<file path="config.mk">
export PLATFORM = sky130hd
export DESIGN_NAME = next_kbd_responder_flat
export DESIGN_NICKNAME = d
export VERILOG_FILES = /design/src/rtl/next_kbd_responder_if.sv /design/src/rtl/next_kbd_responder.sv /design/src/flat_wrapper.sv
export SDC_FILE = /design/constraint.sdc
export NUM_CORES = 1
export LEC_CHECK = 0
export ABC_AREA = 1
export CAP_MARGIN = 0
export CORE_MARGIN = 2
export CORE_UTILIZATION = 60
export CTS_BUF_LIST = sky130_fd_sc_hd__clkbuf_4 sky130_fd_sc_hd__clkbuf_8 sky130_fd_sc_hd__clkbuf_16
export CTS_CLUSTER_SIZE = 30
export DETAILED_ROUTE_END_ITERATION = 12
export PLACE_DENSITY = 0.83
export SLEW_MARGIN = 20
export SYNTH_ARGS = -nofsm -noshare
export SYNTH_HDL_FRONTEND = slang
export SYNTH_SLANG_ARGS = --single-unit
export TNS_END_PERCENT = 1
</file>
<file path="constraint.sdc">
create_clock -name clk -period 3.36 [get_ports clk]
set_input_delay 0.672 -clock clk [delete_from_list [all_inputs] [get_ports clk]]
set_output_delay 0.672 -clock clk [all_outputs]
set_load 0.05 [all_outputs]
</file>
<file path="src/rtl/next_kbd_responder_if.sv">
// Key/mouse event handshake between an event source and the keyboard responder.
interface next_kbd_responder_if;
  logic        key_valid;
  logic [15:0] key_data;
  logic        key_ready;
  logic        mouse_valid;
  logic [15:0] mouse_data;
  logic        mouse_ready;

  // Event source side
  modport master (
    output key_valid,
    output key_data,
    output mouse_valid,
    output mouse_data,
    input  key_ready,
    input  mouse_ready
  );

  // Responder side
  modport slave (
    input  key_valid,
    input  key_data,
    input  mouse_valid,
    input  mouse_data,
    output key_ready,
    output mouse_ready
  );
endinterface

</file>
<file path="src/rtl/next_kbd_responder.sv">
// Device end of the NeXT keyboard serial link: decodes host reset/query frames and
// answers queries with 21-bit ready or data frames sourced from one-deep key/mouse
// holding registers.
module next_kbd_responder #(
  parameter int unsigned BIT_CLKS      = 264,
  parameter int unsigned HALF_BIT      = 131,
  parameter int unsigned RESP_GAP_BITS = 3
) (
  input  logic                 clk,
  input  logic                 reset_n,
  input  logic                 from_host,
  output logic                 to_host,
  next_kbd_responder_if.slave  evt,
  output logic                 configured,
  output logic                 host_reset_seen,
  output logic                 frame_error
);

  localparam int unsigned GapCycles = RESP_GAP_BITS * BIT_CLKS;
  localparam int unsigned GapW      = $clog2(GapCycles + 1);

  localparam logic [8:0]      BitLast  = 9'(BIT_CLKS - 1);
  localparam logic [8:0]      HalfLast = 9'(HALF_BIT - 1);
  localparam logic [GapW-1:0] GapLast  = GapW'(GapCycles - 1);

  // Received bits are stored with the first bit in h[0].
  localparam logic [7:0]  KbdQuery   = 8'h10;
  localparam logic [7:0]  MouseQuery = 8'h11;
  localparam logic [7:0]  ResetHead  = 8'hEF;
  localparam logic [20:0] ResetFrame = 21'h0007EF;
  localparam logic [20:0] ReadyFrame = 21'h100600;

  typedef enum logic [2:0] {
    StIdle,
    StRxStart,
    StRxBits,
    StGap,
    StTxStart,
    StTxBits,
    StRecover
  } state_e;

  state_e state_q, state_d;

  logic [1:0]      sync_q;
  logic            line_prev_q;
  logic            line;
  logic            line_fall;

  logic [8:0]      cnt_q, cnt_d;
  logic [4:0]      idx_q, idx_d;
  logic [GapW-1:0] gap_q, gap_d;
  logic [20:0]     h_q, h_d;
  logic [20:0]     h_bit;
  logic            is_mouse_q, is_mouse_d;
  logic [20:0]     frame_q, frame_d;
  logic            configured_q, configured_d;
  logic            rst_pulse_q, rst_pulse_d;
  logic            err_pulse_q, err_pulse_d;
  logic            take_key, take_mouse;

  logic            key_full_q, key_full_d;
  logic [15:0]     key_data_q, key_data_d;
  logic            mouse_full_q, mouse_full_d;
  logic [15:0]     mouse_data_q, mouse_data_d;

  assign line      = sync_q[1];
  assign line_fall = line_prev_q & ~line;

  // Data frame layout: 0, lo[7:0], 0, 1, 0, hi[7:0], 0 (sent from bit 0 upward).
  function automatic logic [20:0] data_frame(input logic [15:0] d);
    return {1'b0, d[15:8], 3'b010, d[7:0], 1'b0};
  endfunction

  // Two-flop synchroniser plus previous-value flop for falling-edge detection.
  always_ff @(posedge clk or negedge reset_n) begin
    if (!reset_n) begin
      sync_q      <= 2'b11;
      line_prev_q <= 1'b1;
    end else begin
      sync_q      <= {sync_q[0], from_host};
      line_prev_q <= line;
    end
  end

  // FSM state and datapath registers.
  always_ff @(posedge clk or negedge reset_n) begin
    if (!reset_n) begin
      state_q      <= StIdle;
      cnt_q        <= '0;
      idx_q        <= '0;
      gap_q        <= '0;
      h_q          <= '0;
      is_mouse_q   <= 1'b0;
      frame_q      <= '0;
      configured_q <= 1'b0;
      rst_pulse_q  <= 1'b0;
      err_pulse_q  <= 1'b0;
    end else begin
      state_q      <= state_d;
      cnt_q        <= cnt_d;
      idx_q        <= idx_d;
      gap_q        <= gap_d;
      h_q          <= h_d;
      is_mouse_q   <= is_mouse_d;
      frame_q      <= frame_d;
      configured_q <= configured_d;
      rst_pulse_q  <= rst_pulse_d;
      err_pulse_q  <= err_pulse_d;
    end
  end

  // Next-state logic: receive, decode, gap timing, transmit and recovery.
  always_comb begin
    state_d      = state_q;
    cnt_d        = cnt_q;
    idx_d        = idx_q;
    gap_d        = gap_q;
    h_d          = h_q;
    is_mouse_d   = is_mouse_q;
    frame_d      = frame_q;
    configured_d = configured_q;
    rst_pulse_d  = 1'b0;
    err_pulse_d  = 1'b0;
    take_key     = 1'b0;
    take_mouse   = 1'b0;
    h_bit        = h_q;
    h_bit[idx_q] = line;

    unique case (state_q)
      StIdle: begin
        if (line_fall) begin
          state_d = StRxStart;
          cnt_d   = '0;
        end
      end

      StRxStart: begin
        if (cnt_q == HalfLast) begin
          cnt_d   = '0;
          idx_d   = '0;
          h_d     = '0;
          // A line already back high at mid start bit was only a glitch.
          state_d = line ? StIdle : StRxBits;
        end else begin
          cnt_d = cnt_q + 9'd1;
        end
      end

      StRxBits: begin
        if (cnt_q == BitLast) begin
          cnt_d = '0;
          h_d   = h_bit;
          idx_d = idx_q + 5'd1;
          if (idx_q == 5'd7) begin
            if (h_bit[7:0] == KbdQuery || h_bit[7:0] == MouseQuery) begin
              is_mouse_d = h_bit[0];
              if (configured_q) begin
                state_d = StGap;
                gap_d   = '0;
              end else begin
                state_d = StRecover;
              end
            end else if (h_bit[7:0] != ResetHead) begin
              err_pulse_d = 1'b1;
              state_d     = StRecover;
            end
          end else if (idx_q == 5'd20) begin
            if (h_bit == ResetFrame) begin
              rst_pulse_d  = 1'b1;
              configured_d = 1'b1;
            end else begin
              err_pulse_d = 1'b1;
            end
            state_d = StRecover;
          end
        end else begin
          cnt_d = cnt_q + 9'd1;
        end
      end

      StGap: begin
        if (line_fall) begin
          // Host started a new frame: drop the response, keep held events.
          state_d = StRxStart;
          cnt_d   = '0;
        end else if (gap_q == GapLast) begin
          state_d = StTxStart;
          cnt_d   = '0;
          if (is_mouse_q) begin
            take_mouse = mouse_full_q;
            frame_d    = mouse_full_q ? data_frame(mouse_data_q) : ReadyFrame;
          end else begin
            take_key = key_full_q;
            frame_d  = key_full_q ? data_frame(key_data_q) : ReadyFrame;
          end
        end else begin
          gap_d = gap_q + GapW'(1);
        end
      end

      StTxStart: begin
        if (cnt_q == BitLast) begin
          cnt_d   = '0;
          idx_d   = '0;
          state_d = StTxBits;
        end else begin
          cnt_d = cnt_q + 9'd1;
        end
      end

      StTxBits: begin
        if (cnt_q == BitLast) begin
          cnt_d = '0;
          if (idx_q == 5'd20) begin
            state_d = StRecover;
          end else begin
            idx_d = idx_q + 5'd1;
          end
        end else begin
          cnt_d = cnt_q + 9'd1;
        end
      end

      StRecover: begin
        // Require one full bit time of idle-high before listening again.
        if (!line) begin
          cnt_d = '0;
        end else if (cnt_q == BitLast) begin
          cnt_d   = '0;
          state_d = StIdle;
        end else begin
          cnt_d = cnt_q + 9'd1;
        end
      end

      default: begin
        state_d = StIdle;
        cnt_d   = '0;
      end
    endcase
  end

  // Holding register next state: empty first, then capture a handshake.
  always_comb begin
    key_full_d   = key_full_q;
    key_data_d   = key_data_q;
    mouse_full_d = mouse_full_q;
    mouse_data_d = mouse_data_q;
    if (take_key) begin
      key_full_d = 1'b0;
    end
    if (evt.key_valid && !key_full_q) begin
      key_full_d = 1'b1;
      key_data_d = evt.key_data;
    end
    if (take_mouse) begin
      mouse_full_d = 1'b0;
    end
    if (evt.mouse_valid && !mouse_full_q) begin
      mouse_full_d = 1'b1;
      mouse_data_d = evt.mouse_data;
    end
  end

  // Key and mouse holding registers.
  always_ff @(posedge clk or negedge reset_n) begin
    if (!reset_n) begin
      key_full_q   <= 1'b0;
      key_data_q   <= '0;
      mouse_full_q <= 1'b0;
      mouse_data_q <= '0;
    end else begin
      key_full_q   <= key_full_d;
      key_data_q   <= key_data_d;
      mouse_full_q <= mouse_full_d;
      mouse_data_q <= mouse_data_d;
    end
  end

  // Outputs: serial line driven straight from state so reset forces it high at once.
  always_comb begin
    unique case (state_q)
      StTxStart: to_host = 1'b0;
      StTxBits:  to_host = frame_q[idx_q];
      default:   to_host = 1'b1;
    endcase
    evt.key_ready   = ~key_full_q;
    evt.mouse_ready = ~mouse_full_q;
    configured      = configured_q;
    host_reset_seen = rst_pulse_q;
    frame_error     = err_pulse_q;
  end

endmodule

</file>
<file path="src/flat_wrapper.sv">
// flat-port wrapper written by rule: the top's interface ports become plain ports
module next_kbd_responder_flat 
#(
  parameter int unsigned BIT_CLKS      = 264,
  parameter int unsigned HALF_BIT      = 131,
  parameter int unsigned RESP_GAP_BITS = 3
)
  (clk, reset_n, from_host, to_host, configured, host_reset_seen, frame_error, evt_key_valid, evt_key_data, evt_mouse_valid, evt_mouse_data, evt_key_ready, evt_mouse_ready);
  next_kbd_responder_if evt_i ();
  input  logic clk;
  input  logic reset_n;
  input  logic from_host;
  output logic to_host;
  output logic configured;
  output logic host_reset_seen;
  output logic frame_error;
  input wire logic [$bits(evt_i.key_valid)-1:0] evt_key_valid;
  input wire logic [$bits(evt_i.key_data)-1:0] evt_key_data;
  input wire logic [$bits(evt_i.mouse_valid)-1:0] evt_mouse_valid;
  input wire logic [$bits(evt_i.mouse_data)-1:0] evt_mouse_data;
  output wire logic [$bits(evt_i.key_ready)-1:0] evt_key_ready;
  output wire logic [$bits(evt_i.mouse_ready)-1:0] evt_mouse_ready;
  assign evt_i.key_valid = evt_key_valid;
  assign evt_i.key_data = evt_key_data;
  assign evt_i.mouse_valid = evt_mouse_valid;
  assign evt_i.mouse_data = evt_mouse_data;
  assign evt_key_ready = evt_i.key_ready;
  assign evt_mouse_ready = evt_i.mouse_ready;
  next_kbd_responder #(.BIT_CLKS(BIT_CLKS), .HALF_BIT(HALF_BIT), .RESP_GAP_BITS(RESP_GAP_BITS)) u_core (.clk(clk), .reset_n(reset_n), .from_host(from_host), .to_host(to_host), .evt(evt_i), .configured(configured), .host_reset_seen(host_reset_seen), .frame_error(frame_error));
endmodule
</file>
# Yosys cells after proc, flatten, opt, wreduce, memory -nomap -nowiden
# Index checks and enable logic that the tools add are counted.
# op_classes
addsub	3
order_cmp	2
eq_ne	30
mux	72
n_bitwise	6
reduce_logical	21
# op_table
operator	n
21-bit two-way mux	5
10-bit two-way mux	6
9-bit two-way mux	6
9-bit case mux with 5 select lines	1
3-bit two-way mux	14
21-bit case mux with 2 select lines	1
1-bit two-way mux	26
5-bit two-way mux	5
21-bit bitwise mux	1
21-bit by 11-bit == test with 1-bit output (second input constant)	1
3-bit case mux with 7 select lines	1
2-bit by 1-bit != test with 1-bit output (second input constant)	10
10-bit case mux with 2 select lines	1
5-bit case mux with 4 select lines	1
8-bit by 5-bit == test with 1-bit output (second input constant)	2
10-bit by 1-bit adder with 10-bit output (second input constant)	1
10-bit == test (second input constant)	1
9-bit by 1-bit adder with 9-bit output (second input constant)	1
3-bit == test (second input constant)	3
9-bit by 8-bit == test with 1-bit output (second input constant)	1
9-bit == test (second input constant)	1
9-bit AND reduction	1
8-bit != test (second input constant)	1
2-bit nonzero test	4
28 further kinds	39
# totals
reg_bits	110
in_bits	37
out_inout_bits	6
wordCells	150

# Logic depth before layout (Yosys ltp)
# Gate-level depths: netlist of the first run.
# logic_depth
ltp_word	11
depth_mapped	15
depth_no_buf	13

# Worst setup path before layout of the first run
# No wires, ideal clock.
# synth_path
kind	register to output
from	reg u_core.idx_q[1]
to	out to_host
arrival_ns	1.921
required_ns	2.688
slack_ns	0.767
stages_incl_launch_ff	9
path_buffers	0
path_cell_list	dfrtp_1 clkinv_1 a21oi_1 o21ai_0 o21ai_0 nand2_1 nand2_1 nor2_1 a22oi_1
# synth_between
elab_chain_cells	3
# synth_rtl
item	line_no	rtl
start, declared	next_kbd_responder.sv:51	logic [4:0] idx_q, idx_d;
start signal, assigned	next_kbd_responder.sv:102	idx_q <= idx_d;
1-bit binary-select mux with 5-bit select	next_kbd_responder.sv:285	StTxBits: to_host = frame_q[idx_q];
1-bit two-way mux (not written as such)	next_kbd_responder.sv:285	
1-bit case mux with 2 select lines	next_kbd_responder.sv:283	unique case (state_q)
end, declared	flat_wrapper.sv:13	output logic to_host;
# Every way passes these cells. The select of a mux whose other input is x is not followed.

# Final worst setup path of the first run
# layout_path
from	reg u_core.idx_q[0]
to	out to_host
# The elaborated chain is that of the path after synthesis.

==> reports/qor.csv, run 1 <==
metric,value,unit
Placer Congestion,0.8854,
Leak,3.018,nW
fin crit share,89.40,%
largest family of logic cells by synthesized area,simple AND/OR/NAND/NOR gates,
hpwl dp,9.728,mm
Syn Nets,787,
layout cells sized above 1,8.903,%
#FFs+latches synth,107,
Synth Area in Simple Gates,26.97,%
vias per inst,5.631,
Max-slew headroom,34.76,%
hold crit path type,in2async,
status,"complete, no violations",
All-Layer GR Usage,27.62,%
sequential share of the synthesized area,45.65,%
DR vias,5113,
drt pass-1 iters,5,
"CTS clk-pin slew, worst paths",0.10,ns
multiplexer area fraction after synthesis,4.026,%
Sw Ratio,33.90,%
kind of critical path,reg2out,
H-tree levels,3,
Yosys cell types,38,
Die H,102.9,um
Setup TNS,0,ns
nets,816,
Worst Path Arrival,2.33,ns
most frequent cells in the layout,"nand2_1, dfrtp_1, inv_1, nor2_1, nand3_1",
routed len/inst,14.78,um
Syn Inst Count,741,
Post-CTS Setup Bufs,0,
diodes inserted,0,
Die W,102.9,um
Area Growth Syn to Fin,11.95,%
min cycle time layout,3.004,ns
I/O pin count,43,
synthesized area,5873,um2
clock root cell,clkbuf_8,
Seq pwr share,45.2,%
Worst Tran Pin Value,0.9684,ns
placed cells,892,
CTS Sinks,107,
Clock power frac,29.7,%
initial core utilization,60.93,%
CTS resizes,0,
DRC viols,0,
Final Hold Viols,0,
max-slew violations,0,
CTS buffer count,9,
Clock Skews,0.01031,ns
Yosys Warn Count,0,
Synth Area in XOR/XNOR,0.4474,%
Worst Path Required,2.69,ns
Psw,1.116,mW
"most common cell after layout, fill and taps aside",nand2_1,
Layout Cells excl Fill,908,
"Clk Latency, worst-skew pair",0.37,ns
r2r setup slk,0.45,ns
Critical Path End Type,primary output,
MaxCap Viol Count,0,
initial antenna violation count,0,
adder-cell share of the synthesized area,1.917,%
die area,10600,um2
global-route wire length before repair,22.98,mm
Comb pwr share,25.1,%
highest ir drop seen on vdd,0.0003198,V
largest net degree at the start of global routing,50,
port bufs,42,
# setup viols final,0,
crit start category,flop,
cts hold-fix bufs,0,
crit-path max FO,16,
cell internal pwr,2.176,mW
unrepaired setup endpoints after global routing,false,
number of DRC markers in iteration 0,412,
maximum root-to-sink buffer count,2,
core area,9639,um2
number of global-route vias before repair,4889,
gr ovfl total,0,
CTS tree,done,
row cnt,36,
Synth Area in Compound Gates,12.19,%
syn avg cell area,7.926,um2
FMAX,0.3329,GHz
PwrDens,500.6,nW/um2
drt total wl,13.42,mm
Post-DRT Antenna Nets,0,
==> worst paths after layout <==
| check | startpoint | endpoint | cells past startpoint |
|---|---|---|---|
| min | reset_n | u_core.h_q[13]$_DFFE_PN0P_ | 1 |
| max | u_core.idx_q[0]$_DFFE_PN0P_ | to_host | 8 |
| min reg2reg | u_core.sync_q[0]$_DFF_PN1_ | u_core.sync_q[1]$_DFF_PN1_ | 0 |
| min in group clk | u_core.sync_q[0]$_DFF_PN1_ | u_core.sync_q[1]$_DFF_PN1_ | 0 |
| max reg2reg | u_core.idx_q[0]$_DFFE_PN0P_ | u_core.gap_q[9]$_DFFE_PN0P_ | 12 |
| max in group asynchronous | reset_n | u_core.sync_q[0]$_DFF_PN1_ | 2 |
==> state kept, by name, indices dropped and copies added, names as in the netlist <==
register	count
u_core.configured	1
u_core.mouse_full_q	1
u_core.host_reset_seen	1
u_core.frame_q	18
u_core.key_data_q	16
u_core.sync_q	2
u_core.line_prev_q	1
u_core.is_mouse_q	1
u_core.state_q	3
u_core.idx_q	5
u_core.gap_q	10
u_core.key_full_q	1
u_core.h_q	21
u_core.mouse_data_q	16
u_core.frame_error	1
u_core.cnt_q	9
==> synthesized netlist by cell type (all sizes together) <==
cell	instances	area (um2)
buf	23	152.6
nand4	35	219.0
a211oi	1	7.510
nand3b	5	37.54
nand3	54	270.3
mux2	21	236.5
nor3b	2	15.01
ha	9	112.6
o211ai	5	37.54
clkinv	4	15.01
clkbuf	7	26.28
o22ai	19	118.9
inv	86	322.8
nor2	78	320.3
o21bai	1	7.510
a21oi	26	130.1
and3	1	6.260
o31ai	1	7.510
dfrtp	104	2603
a221oi	1	8.760
a22oi	13	97.59
nor3	7	40.04
xor2	3	26.28
dfstp	3	78.83
nand2	165	631.9
or2	6	37.54
nor4	1	6.260
o21ai	60	300.3
==> metrics by stage <==
stage / hold WS, ns / instance area [um2] / util [%] / worst slack [ns] / power (mW)
6_report: 0.3001 / 6575 / 68.21 / 0.3563 / 3.291
5_1_grt: 0.3391 / 6575 / 68.21 / 0.04375 / 3.489
4_1_cts: 0.3148 / 6575 / 68.21 / 0.3557 / 3.299
3_5_place_dp: 0.3535 / 6321 / 65.58 / 0.5080 / 2.324
3_3_place_gp: 0.3467 / 6321 / 65.58 / 0.6584 / 2.283
2_1_floorplan: 0.3452 / 5873 / - / 0.7674 / 2.070
==> logic make-up after synthesis <==
| logic type | Yosys count |
|---|---|
| xor gates and xnor gates | 3 |
| adders and majority gates | 9 |
| and+or+nand+nor | 354 |
| DFF | 107 |
| muxes | 21 |
| buffers and inverters | 120 |
| AOI/OAI and AO/OA | 127 |
==> critical path, cell delays in order (launching register included) <==
cell and delay [ns]:
dfrtp_1 0.63, clkinv_1 0.39, nand3_1 0.15, o21ai_0 0.09, o21ai_0 0.18, nand2_1 0.10, nor2_1 0.13, a22oi_1 0.11
buf_4 0.21
==> power by group through the flow <==
| stage | Sequential, mW | Clock [mW] | Combinational (mW) |
|---|---|---|---|
| 2_1_floorplan | 1.47 | 0 | 0.601 |
| 3_3_place_gp | 1.50 | 0 | 0.782 |
| 3_5_place_dp | 1.51 | 0 | 0.814 |
| 4_1_cts | 1.48 | 0.996 | 0.818 |
| 5_1_grt | 1.51 | 1.05 | 0.936 |
| 6_report | 1.49 | 0.977 | 0.827 |
==> layer usage <==
metal  GRT usage (%)  vias to the layer above  wire length [um]
met5               0                        -                 0
met3           4.407                       16               716
li1                -                     2526                 -
met1           37.21                     2401              5893
met4           9.717                        0               188
met2           45.55                      170              6623
==> cell type report <==
type	count	area [um2]
inverters	90	337.8
flip-flops and latches	107	2681
clock inverters	6	116.4
fillers	809	3064
multi-input cells	514	2675
repair buffers	48	460.4
well taps	133	166.4
clock buffers	10	137.6
(Power assumes the default switching activity.)
==> run 2: changes to the inputs <==
--- a/config.mk
+++ b/config.mk
@@ -8,11 +8,11 @@
 export ABC_AREA = 1
 export CAP_MARGIN = 0
 export CORE_MARGIN = 2
-export CORE_UTILIZATION = 60
+export CORE_UTILIZATION = 55
 export CTS_BUF_LIST = sky130_fd_sc_hd__clkbuf_4 sky130_fd_sc_hd__clkbuf_8 sky130_fd_sc_hd__clkbuf_16
 export CTS_CLUSTER_SIZE = 30
 export DETAILED_ROUTE_END_ITERATION = 12
-export PLACE_DENSITY = 0.83
+export PLACE_DENSITY = 0.78
 export SLEW_MARGIN = 20
 export SYNTH_ARGS = -nofsm -noshare
 export SYNTH_HDL_FRONTEND = slang
==> run 2 against run 1 <==
Net effect: power is 6.2% lower; die area is 8.7% higher; sequential share of layout area is 0.23 points higher; via count is 1.4% higher; clock power is 20% lower; wire length is 1.0% higher; worst setup slack worse by 0.080 ns; critical endpoint unchanged; largest power group unchanged; core utilization is 4.9 points lower.
==> reports/qor.csv, run 2 (synthesized netlist as in run 1, its figures left out) <==
metric,value,unit,change
Post-Route M1 WL,6.011,mm,+2.0%
CTS resizes,0,,unchanged
"Max stage delay cell, worst path",dfrtp_1,,
Slowest Stage Delay on Critical Path,0.84,ns,+0.21 ns
All-Layer GR Usage,25.60,%,-2.0 points
fin util,63.33,%,-4.9 points
initial antenna violation count,0,,unchanged
# setup viols final,0,,unchanged
core area,10320,um2,+7.1%
die area,11520,um2,+8.7%
fillers,906,,+12%
Worst Path Arrival,2.41,ns,+0.08 ns
"Clk Latency, worst-skew pair",0.39,ns,+0.02 ns
Final Hold Slack,0.2389,ns,-0.06122 ns
worst path cell trace,nand2_1 > nor2_1 > a21oi_1 > a22oi_1 > buf_4,,
Multi-input gate area,2675,um2,unchanged
I/O pin count,43,,unchanged
Post-DRT Antenna Nets,0,,unchanged
initial core utilization,56.89,%,-4.0 points
kind of critical path,reg2out,,
Final Hold Viols,0,,unchanged
Die H,107.3,um,+4.3%
Setup TNS,0,ns,unchanged
Worst Tran Pin Value,0.8164,ns,-0.1520 ns
CTS tree,done,,
DR vias,5185,,+1.4%
clock root cell,clkbuf_8,,
placed cells,896,,+0.45%
Die W,107.3,um,+4.3%
area occupied by registers,2681,um2,unchanged
met2 WL post-DR,6.374,mm,-3.8%
"most common cell after layout, fill and taps aside",nand2_1,,
Clock Skews,0.01366,ns,+0.003356 ns
Critical Path Start,u_core.idx_q[2]$_DFFE_PN0P_,,
nets,817,,+0.12%
min cycle time layout,3.083,ns,+0.07966 ns
fin crit share,91.77,%,+2.4 points
routed len/inst,14.87,um,+0.58%
met3 WL post-DR,819,um,+14%
layout cells sized above 1,9.021,%,+0.12 points
Area Growth Syn to Fin,11.31,%,
highest ir drop seen on vdd,0.0004055,V,+27%
cts hold-fix bufs,0,,unchanged
MaxCap Viol Count,0,,unchanged
fin worst setup slack,0.2767,ns,-0.07966 ns
DRC viols,0,,unchanged
"CTS clk-pin slew, worst paths",0.10,ns,about the same
most frequent cells in the layout,"nand2_1, dfrtp_1, inv_1, nor2_1, nand3_1",,
FMAX,0.3243,GHz,-2.6%
top cell family by delay on the critical path,flip-flops,,
CTS buffer count,9,,unchanged
port bufs,42,,unchanged
max FFs per register,21,,unchanged
drt pass-1 iters,5,,unchanged
Leak,2.997,nW,-0.69%
max layer used,met4,,
worst r2r src,u_core.idx_q[0]$_DFFE_PN0P_,,
H-tree levels,3,,unchanged
vias per inst,5.685,,+0.96%
hold crit path type,in2async,,
unrepaired setup endpoints after global routing,false,,
gr ovfl total,0,,unchanged
Critical Path End Type,primary output,,
drt total wl,13.56,mm,+1.0%
register bank with the most flops,u_core.h_q,,
crit-path max FO,25,,+9
Post-CTS Setup Bufs,0,,unchanged
number of global-route vias before repair,4990,,+2.1%
Worst Path Required,2.69,ns,about the same
max-slew violations,0,,unchanged
hpwl dp,9.914,mm,+1.9%
global-route wire length before repair,23.27,mm,+1.2%
top flop regs,"u_core.h_q x21, u_core.frame_q x18",,
maximum root-to-sink buffer count,2,,unchanged
Placer Congestion,0.9151,,+3.4%
Layout Cells excl Fill,912,,+0.44%
Max-slew headroom,45.44,%,+11 points
diodes inserted,0,,unchanged
CP Buf/Inv Count,1,,-1
number of DRC markers in iteration 0,453,,+10%
crit start category,flop,,
largest net degree at the start of global routing,71,,+42%
dpl ws,0.4893,ns,-0.01867 ns
CTS Sinks,107,,unchanged
status,"complete, no violations",,
PwrDens,472.1,nW/um2,-5.7%
row cnt,37,,+2.8%
[run 2: area by class of cell]
class | instances | area share [%]
flip-flops and latches | 107 | 41.01
multi-input cells | 514 | 40.92
repair buffers | 49 | 7.349
inverters | 90 | 5.167
well taps | 136 | 2.603
clock buffers | 11 | 2.316
clock inverters | 5 | 0.6316
[run 2: path summary, 6_finish.rpt]
check,to,slack [ns],cells past startpoint
setup / recovery,to_host,0.28,5
hold / removal,u_core.h_q[4]$_DFFE_PN0P_,0.24,1
setup reg to reg,u_core.gap_q[0]$_DFFE_PN0P_,0.41,12
hold reg to reg,u_core.sync_q[1]$_DFF_PN1_,0.37,0
max in group asynchronous,u_core.sync_q[1]$_DFF_PN1_,2.35,2
min in group clk,u_core.sync_q[1]$_DFF_PN1_,0.37,0
[run 2: report_power, final]
part | switching [mW] | internal [mW] | leakage (nW)
combinational | 0.546 | 0.271 | 1.50
clock | 0.462 | 0.320 | 0.0983
sequential | 0.105 | 1.38 | 1.39
total | 1.11 | 1.97 | 3.00
[run 2: routing by layer]
metal  global-route usage [%]  vias up
met5                        0        -
met4                    9.249        0
met1                    33.20     2452
li1                         -     2532
met2                    41.95      175
met3                    6.235       26
[run 2: worst reg2reg max path: cells and delay by family (launching register included)]
family	cells	cell delay [ns]
simple gates	9	1.23
flops	1	0.65
fa+ha+maj	1	0.47
buf+inv	1	0.39
compound gates	1	0.08
[run 2: through the flow]
stage / power (mW) / instance area (um2)
2_1_floorplan: 2.070 / 5873
3_3_place_gp: 2.295 / 6345
3_5_place_dp: 2.313 / 6345
4_1_cts: 3.096 / 6538
5_1_grt: 3.267 / 6538
6_report: 3.086 / 6538
==> run 3: changes to the inputs <==
--- a/config.mk
+++ b/config.mk
@@ -12,6 +12,7 @@
 export CTS_BUF_LIST = sky130_fd_sc_hd__clkbuf_4 sky130_fd_sc_hd__clkbuf_8 sky130_fd_sc_hd__clkbuf_16
 export CTS_CLUSTER_SIZE = 30
 export DETAILED_ROUTE_END_ITERATION = 12
+export HOLD_SLACK_MARGIN = 0.06
 export PLACE_DENSITY = 0.78
 export SLEW_MARGIN = 20
 export SYNTH_ARGS = -nofsm -noshare
==> results of run 3 <==
Same layout as run 2: the final DEF is identical, and so are final timing and power.
